==> src/rtl/pc_fetch_ctrl.sv <==
// Program-counter and instruction-fetch sequencer: one outstanding IMEM request,
// a single-entry decode buffer, redirect/kill handling and misaligned-target trap.
module pc_fetch_ctrl #(
    parameter logic [31:0] RESET_PC = 32'h0000_0000
) (
    input  logic        clk,
    input  logic        rst,
    input  logic        stall,
    input  logic        jb_taken,
    input  logic [31:0] jb_target,
    output logic        imem_req,
    output logic [31:0] imem_addr,
    input  logic        imem_ready,
    input  logic        imem_rvalid,
    input  logic [31:0] imem_rdata,
    output logic        inst_valid,
    output logic [31:0] inst_out,
    output logic [31:0] inst_pc,
    output logic        trap_misalign,
    output logic [31:0] trap_addr
);

    typedef enum logic [1:0] {
        ST_IDLE = 2'd0,
        ST_REQ  = 2'd1,
        ST_WAIT = 2'd2,
        ST_HOLD = 2'd3
    } state_t;

    state_t      state;
    state_t      state_nxt;
    logic [31:0] pc;
    logic [31:0] pc_nxt;
    logic        kill;
    logic        kill_nxt;
    logic        load_inst;
    logic        redirect;
    logic        misalign;

    // A misaligned target never redirects; it only raises the trap.
    assign redirect = jb_taken && (jb_target[1:0] == 2'b00);
    assign misalign = jb_taken && (jb_target[1:0] != 2'b00);

    // NOTE: sequential state uses non-blocking assignments so every register
    // samples pre-edge values regardless of process evaluation order.
    always_ff @(posedge clk) begin
        if (rst) begin
            state         <= ST_IDLE;
            pc            <= RESET_PC;
            kill          <= 1'b0;
            inst_out      <= 32'h0;
            inst_pc       <= 32'h0;
            trap_misalign <= 1'b0;
            trap_addr     <= 32'h0;
        end else begin
            state         <= state_nxt;
            pc            <= pc_nxt;
            kill          <= kill_nxt;
            trap_misalign <= misalign;
            if (load_inst) begin
                inst_out <= imem_rdata;
                inst_pc  <= pc;
            end
            if (misalign) begin
                trap_addr <= jb_target;
            end
        end
    end

    // NOTE: every signal gets a default before the case so no path infers a latch.
    always_comb begin
        state_nxt = state;
        pc_nxt    = pc;
        kill_nxt  = kill;
        load_inst = 1'b0;
        unique case (state)
            ST_IDLE: begin
                state_nxt = ST_REQ;
                if (redirect) pc_nxt = jb_target;
            end
            ST_REQ: begin
                if (redirect) pc_nxt = jb_target;
                if (imem_ready) begin
                    state_nxt = ST_WAIT;
                    // Accepted request was for the old pc; its data must be dropped.
                    kill_nxt  = redirect;
                end
            end
            ST_WAIT: begin
                if (imem_rvalid) begin
                    kill_nxt  = 1'b0;
                    state_nxt = ST_REQ;
                    if (redirect) begin
                        pc_nxt = jb_target;
                    end else if (!kill) begin
                        load_inst = 1'b1;
                        pc_nxt    = pc + 32'd4;
                        state_nxt = ST_HOLD;
                    end
                end else if (redirect) begin
                    kill_nxt = 1'b1;
                    pc_nxt   = jb_target;
                end
            end
            ST_HOLD: begin
                if (redirect) begin
                    pc_nxt    = jb_target;
                    state_nxt = ST_REQ;
                end else if (!stall) begin
                    state_nxt = ST_REQ;
                end
            end
            default: state_nxt = ST_IDLE;
        endcase
    end

    always_comb begin
        imem_req   = (state == ST_REQ);
        imem_addr  = pc;
        inst_valid = (state == ST_HOLD);
    end

endmodule

==> config.mk <==
export PLATFORM = sky130hd
export DESIGN_NAME = pc_fetch_ctrl
export DESIGN_NICKNAME = d
export VERILOG_FILES = /design/src/rtl/pc_fetch_ctrl.sv
export SDC_FILE = /design/constraint.sdc
export NUM_CORES = 1
export LEC_CHECK = 0
export BUFFER_PORTS_ARGS = -buffer_cell sky130_fd_sc_hd__buf_2
export CORE_MARGIN = 2
export CORE_UTILIZATION = 28
export DETAILED_ROUTE_END_ITERATION = 12
export PLACE_DENSITY_LB_ADDON = 0.05
export SETUP_SLACK_MARGIN = 0.1
export SYNTH_ARGS = -nofsm -noshare
export SYNTH_HDL_FRONTEND = slang
export SYNTH_SLANG_ARGS = --single-unit
export TNS_END_PERCENT = 10
==> constraint.sdc <==
create_clock -name clk -period 2.2 [get_ports clk]
set_input_delay 0.11 -clock clk [delete_from_list [all_inputs] [get_ports clk]]
set_output_delay 0.11 -clock clk [all_outputs]
set_load 0.02 [all_outputs]
# Word level (Yosys, flattened, before mapping)
# Index checks and enable logic that the tools add are counted.
# classes
n_addsub	1
n_eq_ne	8
mux	20
reduce_logical	9
# ops
operator	count
2-to-1 mux 32 bit	4
case mux 32 bit (2 select lines)	1
adder 32 x 3 -> 32 bit, second input constant	1
2-to-1 mux 2 bit	6
case mux 2 bit (4 select lines)	1
2-to-1 mux 1 bit	7
AND reduction 3 bit	2
equality test 2 bit, second input constant	2
logical NOT 2 bit	2
inequality test 4 bit, second input constant	1
nonzero test 2 bit	2
inequality test 3 x 2 -> 1 bit, second input constant	1
inequality test 3 bit, second input constant	1
OR reduction 3 bit	1
equality test 2 x 1 -> 1 bit, second input constant	1
logical AND 1 bit	2
inequality test 2 x 1 -> 1 bit, second input constant	1
inequality test 2 bit, second input constant	1
case mux 1 bit (2 select lines)	1
# word_totals
reg_bits	132
inputBits	70
out_inout_bits	131
word_cells	45

# Longest topological paths before layout
# Gate-level depths: netlist (run 1).
# logic_depth
depth_word	5
ltp_mapped	8
ltp_nobuf	7

# Worst setup path after synthesis (run 1)
# OpenSTA, ideal clock, no wires.
# synth_path
path_kind	flip-flop to flip-flop
from	reg state[0]
to	reg pc[18], in the netlist imem_addr[18]
setup_ns	0.079
arrival_time_ns	1.967
path_slack_ns	0.153
stages_incl_launch_ff	9
path_buffers	1
period_less_slack_ns	2.047
path_cell_list	dfxtp_1 -> inv_1 -> ha_1 -> and2_4 -> buf_6 -> or4_4 -> nor4_4 -> xnor2_1 -> a211oi_2
# synth_between
elab_chain_len	3
word_cells_on_any_way	7
cone_classes	4 x eq/ne; 1 x mux; 2 x reduce/logical
# synth_rtl
item	line	text
start, declared	30	state_t state;
start signal, assigned	56	state <= state_nxt;
equality test 2 x 1 -> 1 bit, or another cell as far along	76	unique case (state)
OR reduction 3 bit (no source line)	--	
case mux 32 bit (2 select lines)	76	
end signal, assigned	57	pc <= pc_nxt;
end, declared	32	logic [31:0] pc;
# Several ways; a longest one is shown, not always the timed one.
# A chain may end at the register's enable or synchronous reset.

# Final worst setup path (run 1)
# Ends and elaborated chain as after synthesis.

==> results.json, run 1 <==
{
  "utilization": 0.423,
  "peakVddDrop_mv": 0.516,
  "avgViaCountPerCell": 4.66,
  "synthDistinctLibCells": 48,
  "synth_seq_cells": 132,
  "wl_per_cell_um": 15.5,
  "worstHoldStart": "rst",
  "num_vias": 5472,
  "postRouteAntennaNets": 0,
  "placed_area_um2": 6660,
  "slew_headroom": 0.573,
  "crit_type": "reg -> reg",
  "drive_gt1_frac": 0.285,
  "synth_xor_xnor_area_share": 0.0424,
  "finClkSkew_ps": 7.19,
  "path_cells": "inv_1, ha_1, and2_4, or4_4, nor4_4, xnor2_1, a211oi_2",
  "synth_compound_area_frac": 0.147,
  "grt_max_degree": 74,
  "antenna_found_initial": 0,
  "finalCritPeriodShare": 0.919,
  "setup_viol": 0,
  "tns_ps": 0,
  "cts_root_buf": "clkbuf_16",
  "syn2layout_area_growth_pct": 48.1,
  "whs_path_depth": 2,
  "stdcell_count": 1173,
  "clk_pin_slew_ps": 60,
  "critical_path.endpoint_type": "flop",
  "first_global_vias": 5167,
  "cts_resized": 0,
  "r2r_cells": 7,
  "pwr_density_cell_nw_per_um2": 778,
  "drv_cap": 0,
  "drc": 0,
  "r2r_start": "state[0]",
  "cp_top_family": "simple AND/OR/NAND/NOR gates",
  "min_to": "inst_out[26]",
  "dieHeight_um": 142,
  "p_leak_nw": 3.42,
  "initial_core_util": 0.286,
  "worst_path_largest_cell_delay_ps": 570,
  "synth.most_common_cell": "nand2_1",
  "synth_common_cells": "nand2_1, dfxtp_1, a21oi_1",
  "finalMaxSlewViolations": 0,
  "dieWidth_um": 142,
  "dp_hpwl_mm": 12.5,
  "finalInstanceArea_um2": 7950,
  "synthArstFlopShare": 0,
  "rsz0062_at_grt": "true",
  "start_kind": "flop",
  "synthAdderAreaFrac": 0.0140,
  "synthTopCellsByArea": "dfxtp_1, nand2_1, a21oi_1",
  "drt_iter0_drc": 250,
  "status": "finished, final reports clean",
  "critPathArrivalTime_ps": 2290,
  "syn_area_um2": 5370,
  "cts.sinks": 132,
  "critPathSlowestCell": "or4_4",
  "syn-num-nets": 738,
  "synthFlopType": "dfxtp_1",
  "overflow": 0,
  "cts_buffers": 17,
  "yosys.area.top_type_share": 0.492,
  "min_period_ps": 2020,
  "wl_mm": 18.1,
  "netlist_instances": 662,
  "nFillCells": 1988,
  "hold_viol": 0,
  "die_area_um2": 20300,
  "core_um2": 18800,
  "nets": 1002,
  "gp_congestion": 0.801,
  "synth_edf_count": 0,
  "clk_latency_ps": 410,
  "cp_max_fo": 7,
  "yosysWarnings": 0,
  "synth.avg_cell_area_um2": 8.11,
  "cp.required_ps": 2470,
  "cts_tree": "built",
  "ys_seq_area_frac": 0.492,
  "synth_top_family_by_area": "simple AND/OR/NAND/NOR gates",
  "crit_buf_inv": 1,
  "grt_pass1_wl_mm": 27.8,
  "fp-row-count": 50,
  "r2r-end": "imem_addr[18]",
  "r2r_slack_ps": 180,
  "dp.cells": 1074,
  "n_antenna_cell": 0,
  "worst_slew_pin_slew_ps": 640,
  "synth_mux_area_frac": 0.00583,
  "synth_top_area_cell": "dfxtp_1",
  "hold_class": "in -> reg",
  "port-buffer-count": 200,
  "yosys.area_share.simple": 0.258,
  "cts-htree-levels": 4,
  "clockBufferDepth": 2,
  "dr.pass1.iters": 4,
  "pin_count": 201,
  "fmax_ghz": 0.495,
  "grtUsageTotal": 0.175
}
## placed cells by master, fill, tap and decap left out, types with 4 or more instances in the layout
master and n:
nand2_1 209, buf_4 18, xor2_1 20, xnor2_1 6, ha_1 6, dlygate4sd3_1 66, dfxtp_1 132, and2_1 4
a211oi_1 26, nand3_1 11, nor3_1 6, a21oi_1 101, nor2_1 37, buf_2 199, and3_1 4, clkbuf_16 17
inv_1 6, nand4_1 16
## cell families (layout without fill, tap and decap cells)
| group | count (synthesis) | after routing |
|---|---|---|
| fa+ha+maj | 6 | 6 |
| buf+inv | 47 | 324 |
| xor+xnor | 26 | 26 |
| simple gates | 310 | 310 |
| compound gates | 138 | 138 |
| mux | 3 | 3 |
| flops | 132 | 132 |
## report_power, final
| group | total (mW) | switching (mW) | internal (mW) |
|---|---|---|---|
| Combinational | 0.672 | 0.388 | 0.285 |
| Clock | 2.97 | 1.09 | 1.88 |
| Sequential | 2.54 | 0.0714 | 2.47 |
| Total | 6.18 | 1.55 | 4.64 |
## stage by stage
step	power, mW	setup slack [ps]	hold WS, ps
after floorplan	2.91	153	246
after global placement	3.17	225	351
after detailed placement	3.18	170	358
after CTS	6.26	158	2.27
after global routing	6.42	46.2	14.2
final	6.18	178	24.8
## how the worst max path moves through the flow
stage	from	to	slack, ps	cells past startpoint
detailed placement	state[0]	imem_addr[18]	170	7
global route	state[0]	imem_addr[18]	50	7
CTS	state[0]	imem_addr[18]	160	7
finish	state[0]	imem_addr[18]	180	7
floorplan	state[0]	imem_addr[18]	150	8
global placement	state[0]	imem_addr[18]	230	7
## state kept, by name, summed over array words and instances (netlist names)
| signal | count |
|---|---|
| imem_addr | 32 |
| inst_out | 32 |
| inst_pc | 32 |
| kill | 1 |
| state | 2 |
| trap_addr | 32 |
| trap_misalign | 1 |
## layer usage
layer	vias to the layer above	global-route usage	wire, µm
met3	14	0.0384	993
met5	-	0	0
li1	2756	-	-
met2	159	0.266	8120
met1	2543	0.243	8810
met4	0	0.0620	218
## what timing repair did
action,CTS,global route
setup endpoints to repair,0,16
buffers inserted,0,1
endpoints found under the hold margin,65,0
hold buffers,66,0
## area by class of cell
type / instances / area, µm² / share of cell area
sequential: 132 / 2640 / 0.332
multi-input combinational: 483 / 2520 / 0.317
timing repair buffer: 286 / 1850 / 0.233
clock buffer: 21 / 470 / 0.0592
tap: 234 / 293 / 0.0368
clock inverter: 11 / 150 / 0.0189
inverter: 6 / 22.5 / 0.00283
No activity file was read; power rests on OpenSTA's default activity.
==> run 2: changes to the inputs <==
CORE_ASPECT_RATIO = 0.75   (was unset)
==> run 2 against run 1 <==
Worst setup slack improved by 18 ps. Critical path depth did not move. Clock power decreased by 2%. Final cell count rose by 1.3%. Die area hardly changed. Sequential power barely moved. Largest cell class unchanged.
==> results.json, run 2 (synthesis results as in run 1) <==
{
  "status": "finished, final reports clean",
  "drive_gt1_frac": 0.288,
  "r2r_cells": 7,
  "power_frac_comb": 0.111,
  "wl_mm": 18.6,
  "use_met2": 0.256,
  "grt_busiest_layer": "met1",
  "cts_root_buf": "clkbuf_16",
  "start_kind": "flop",
  "wl_per_cell_um": 15.6,
  "fp-row-count": 43,
  "drv_cap": 0,
  "whs_path_depth": 3,
  "path_cells": "inv_1, ha_1, and2_4, or4_4, nor4_4, xnor2_1, a211oi_2",
  "grtUsageTotal": 0.181,
  "finalInstanceArea_um2": 7950,
  "power_switching_share": 0.260,
  "rsz0062_at_grt": "true",
  "tns_ps": 0,
  "drt_iter0_drc": 317,
  "avgViaCountPerCell": 4.61,
  "finalCritPeriodShare": 0.911,
  "min_period_ps": 2000,
  "dieHeight_um": 124,
  "cp_top_family": "simple AND/OR/NAND/NOR gates",
  "worst_path_largest_cell_delay_ps": 570,
  "syn2layout_area_growth_pct": 48.2,
  "setup_slack_ps": 196,
  "die_area_um2": 20300,
  "nFillCells": 1914,
  "nets": 1004,
  "crit_buf_inv": 1,
  "cts-htree-levels": 4,
  "netSwitchingPower_mw": 1.60,
  "first_global_vias": 5112,
  "critPathArrivalTime_ps": 2340,
  "n_antenna_cell": 0,
  "clockPowerShare": 0.475,
  "cts_tree": "built",
  "worst_slew_pin_slew_ps": 562,
  "antenna_found_initial": 1,
  "r2r_slack_ps": 200,
  "clk_pin_slew_ps": 60,
  "r2r-end": "imem_addr[18]",
  "critPathSlowestCell": "or4_4",
  "port-buffer-count": 200,
  "fmax_ghz": 0.499,
  "p_leak_nw": 3.43,
  "dp_hpwl_mm": 13.0,
  "pin_count": 201,
  "pwr_density_cell_nw_per_um2": 773,
  "overflow": 0,
  "grt_pass1_wl_mm": 27.8,
  "r2r_start": "state[0]",
  "cts_resized": 0,
  "clk_latency_ps": 420,
  "stdcell_count": 1188,
  "clockBufferDepth": 2,
  "worstHoldStart": "jb_taken",
  "setup_viol": 0,
  "finalMaxSlewViolations": 0,
  "cts.sinks": 132,
  "startpoint": "state[0]",
  "core_um2": 18600,
  "postRouteAntennaNets": 0,
  "min_to": "trap_misalign",
  "mostFrequentLayoutCells": "nand2_1, buf_2, dfxtp_1",
  "dr.pass1.iters": 4,
  "initial_core_util": 0.288,
  "internal_power_mw": 4.55,
  "drc": 0,
  "dieWidth_um": 164,
  "dp_slack_ps": 206,
  "grt_max_degree": 65,
  "placed_area_um2": 6680,
  "dp.cells": 1089,
  "cp_max_fo": 7,
  "final_common_cell": "nand2_1",
  "hold_viol": 0,
  "finClkSkew_ps": 10.0,
  "crit_type": "reg -> reg",
  "cp.required_ps": 2540,
  "slew_headroom": 0.625,
  "met3_usage": 0.0506,
  "hold_class": "in -> reg",
  "cts_buffers": 17,
  "gp_congestion": 0.790,
  "num_vias": 5472,
  "peakVddDrop_mv": 0.419,
  "met1_usage": 0.264,
  "pwr-share-seq": 0.414,
  "critical_path.endpoint_type": "flop"
}
-- run 2: cell count changes in the layout (fill, tap and decap cells not counted), sizes merged --
| cell | previous run | this run |
|---|---|---|
| inv | 7 | 8 |
| clkinvlp | 2 | 1 |
| clkbuf | 21 | 17 |
| clkinv | 5 | 9 |
| buf | 220 | 222 |
-- run 2: worst max path at each step --
stage                          endpoint  slack [ps]  depth (start not counted)
after floorplan           imem_addr[18]         150                          8
after CTS                 imem_addr[18]         190                          7
after global routing      imem_addr[18]          60                          7
final                     imem_addr[18]         200                          7
after detailed placement  imem_addr[18]         210                          7
after global placement    imem_addr[18]         230                          7
-- run 2: stage by stage --
stage	hold WS [ps]	power (mW)	util
after floorplan	246	2.91	-
after global placement	352	3.18	0.359
after detailed placement	360	3.19	0.359
after CTS	43.1	6.24	0.427
final	65.9	6.15	0.427
after global routing	89.2	6.41	0.427
-- run 2: worst register-to-register path: cells and delay by family, from the launching register on --
family,cells,cell delay [ps]
simple gates,3,920
flops,1,400
fa+ha+maj,1,210
compound gates,1,200
xor+xnor,1,110
buf+inv,1,90
-- run 2: timing repair --
item | CTS | global route
buffers inserted | 0 | 1
hold endpoints to repair | 67 | 0
hold buffers | 66 | 0
setup endpoints to repair | 0 | 9
-- run 2: area by class of cell --
cell class                 count  area, µm²  share of cell area
inverter                       6       22.5             0.00283
tap                          247        309              0.0389
clock buffer                  17        425              0.0535
timing repair buffer         288       1850               0.233
sequential                   132       2640               0.332
multi-input combinational    483       2520               0.317
clock inverter                15        183              0.0230
-- run 2: layer usage --
metal	routed length, µm	part of all wire	up-vias
met5	0	0	-
met4	196	0.011	0
met3	1190	0.064	16
met2	7690	0.41	162
met1	9510	0.51	2525
li1	-	-	2769
-- run 2: power groups by stage --
| stage | registers (mW) | logic [mW] | clock network, mW |
|---|---|---|---|
| finish | 2.55 | 0.679 | 2.92 |
| global route | 2.56 | 0.740 | 3.11 |
| CTS | 2.54 | 0.680 | 3.01 |
| detailed placement | 2.60 | 0.588 | 0 |
| global placement | 2.59 | 0.583 | 0 |
| floorplan | 2.68 | 0.234 | 0 |
==> run 3: changes to the inputs <==
CORE_ASPECT_RATIO = 1.75   (was 0.75)
==> run 3 against run 2 <==
Via count grew 1.8%. Clock power down 7.2%. Worst setup slack improved by 39 ps. Power fell by 3.4%. Largest power group unchanged.
==> results.json, run 3 (synthesis results as in run 1) <==
{
  "avgViaCountPerCell": 4.71,
  "drc": 0,
  "pwr_density_cell_nw_per_um2": 748,
  "dieHeight_um": 187,
  "r2r_slack_ps": 230,
  "grtUsageTotal": 0.187,
  "status": "finished, final reports clean",
  "core_um2": 18900,
  "finClkSkew_ps": 12.1,
  "first_global_vias": 5484,
  "clk_pin_slew_ps": 60,
  "antenna_found_initial": 0,
  "postRouteAntennaNets": 0,
  "setup_viol": 0,
  "crit_type": "reg -> reg",
  "drt_iter0_drc": 315,
  "cp.required_ps": 2520,
  "dp_slack_ps": 185,
  "critical_path.endpoint_type": "flop",
  "n_antenna_cell": 0,
  "port-buffer-count": 200,
  "worst_path_largest_cell_delay_ps": 450,
  "dr.pass1.iters": 4,
  "cts-htree-levels": 4,
  "fp-row-count": 67,
  "nets": 1007,
  "grt_max_degree": 65,
  "fmax_ghz": 0.509,
  "cts_root_buf": "clkbuf_16",
  "finalMaxSlewViolations": 0,
  "setup_slack_ps": 235,
  "wl_mm": 18.9,
  "final_common_cell": "nand2_1",
  "syn2layout_area_growth_pct": 47.9,
  "peakVddDrop_mv": 0.407,
  "finalCritPeriodShare": 0.893,
  "hold_viol": 0,
  "hold_class": "in -> reg",
  "drive_gt1_frac": 0.286,
  "grt_pass1_wl_mm": 28.9,
  "start_kind": "flop",
  "mostFrequentLayoutCells": "nand2_1, buf_2, dfxtp_1",
  "cts_buffers": 17,
  "cp_max_fo": 7,
  "cts.sinks": 132,
  "dieWidth_um": 109,
  "slew_headroom": 0.586,
  "wl_per_cell_um": 16.0,
  "r2r_cells": 7,
  "cts_tree": "built",
  "die_area_um2": 20300,
  "clk_latency_ps": 420,
  "overflow": 0,
  "r2r-end": "imem_addr[11]",
  "startpoint": "state[0]",
  "critPathArrivalTime_ps": 2290,
  "rsz0062_at_grt": "false",
  "path_cells": "inv_1, ha_1, and2_4, nor4_4, nand4_1, xor2_1, a211oi_1",
  "p_leak_nw": 3.43,
  "cts_setup_buffers": 0,
  "worst_slew_pin_slew_ps": 621,
  "clockBufferDepth": 2,
  "num_vias": 5573,
  "drv_cap": 0,
  "critPathSlowestCell": "nor4_4",
  "dp_hpwl_mm": 13.6,
  "initial_core_util": 0.283,
  "min_period_ps": 1970,
  "tns_ps": 0,
  "r2r_start": "state[0]",
  "gp_congestion": 0.730,
  "pin_count": 201,
  "endpoint": "imem_addr[11]"
}
-- run 3: cell count changes in the layout (fill, tap and decap cells not counted), moves of 2 or more --
| cell | previous run | this run |
|---|---|---|
| inv_6 | 2 | 0 |
| clkinv_4 | 6 | 0 |
| clkbuf_8 | 0 | 6 |
| clkbuf_1 | 0 | 3 |
| bufinv_16 | 3 | 1 |
-- run 3: worst min-delay path by stage --
stage / startpoint / cells past startpoint / slack, ps / endpoint
floorplan: imem_rdata[0] / 2 / 250 / inst_out[0]
global placement: imem_rdata[16] / 3 / 350 / inst_out[16]
detailed placement: imem_rdata[13] / 3 / 360 / inst_out[13]
CTS: rst / 2 / 120 / trap_misalign
global route: imem_ready / 4 / 150 / kill
finish: rst / 2 / 140 / trap_misalign
-- run 3: worst max-delay path: cells and delay by family, from the launching register on --
kind | cells | cell delay [ps]
AND/OR/NAND/NOR | 3 | 800
XOR/XNOR | 1 | 160
flip-flops | 1 | 360
adder cells (fa/ha/maj) | 1 | 200
buffers and inverters | 1 | 70
AO/OA/AOI/OAI | 1 | 260
-- run 3: power breakdown --
part | total [mW] | leakage (nW) | switching (mW) | internal [mW]
clock | 2.71 | 0.282 | 0.996 | 1.72
combinational | 0.679 | 2.08 | 0.391 | 0.288
sequential | 2.55 | 1.07 | 0.0716 | 2.47
total | 5.94 | 3.43 | 1.46 | 4.48
-- run 3: routing by layer --
layer,vias to the layer above,global-route usage,part of all wire
li1,2764,-,-
met4,0,0.0745,0.024
met2,154,0.373,0.58
met3,28,0.0415,0.043
met5,-,0,0
met1,2627,0.174,0.35
-- run 3: layout make-up --
| class | instances | area (µm²) |
|---|---|---|
| clock buffer | 26 | 519 |
| timing repair buffer | 291 | 1890 |
| sequential | 132 | 2640 |
| clock inverter | 4 | 45.0 |
| fill | 1971 | 11000 |
| inverter | 6 | 22.5 |
| tap | 241 | 302 |
| multi-input combinational | 483 | 2520 |
-- run 3: what timing repair did --
action,in CTS,in global routing
gates resized for setup,0,1
hold buffers,67,0
endpoints found under the hold margin,67,0
endpoints found under the setup margin,0,7
-- run 3: per-stage QoR --
step                       util  hold WS [ps]  instance area [µm²]  std cells  power, mW
after floorplan               -           246                 5370        662       2.91
after global placement    0.354           351                 6710       1086       3.18
after detailed placement  0.354           356                 6710       1086       3.19
after CTS                 0.419           116                 7940       1183       6.05
after global routing      0.419           150                 7940       1183       6.20
final                     0.419           140                 7940       1183       5.94
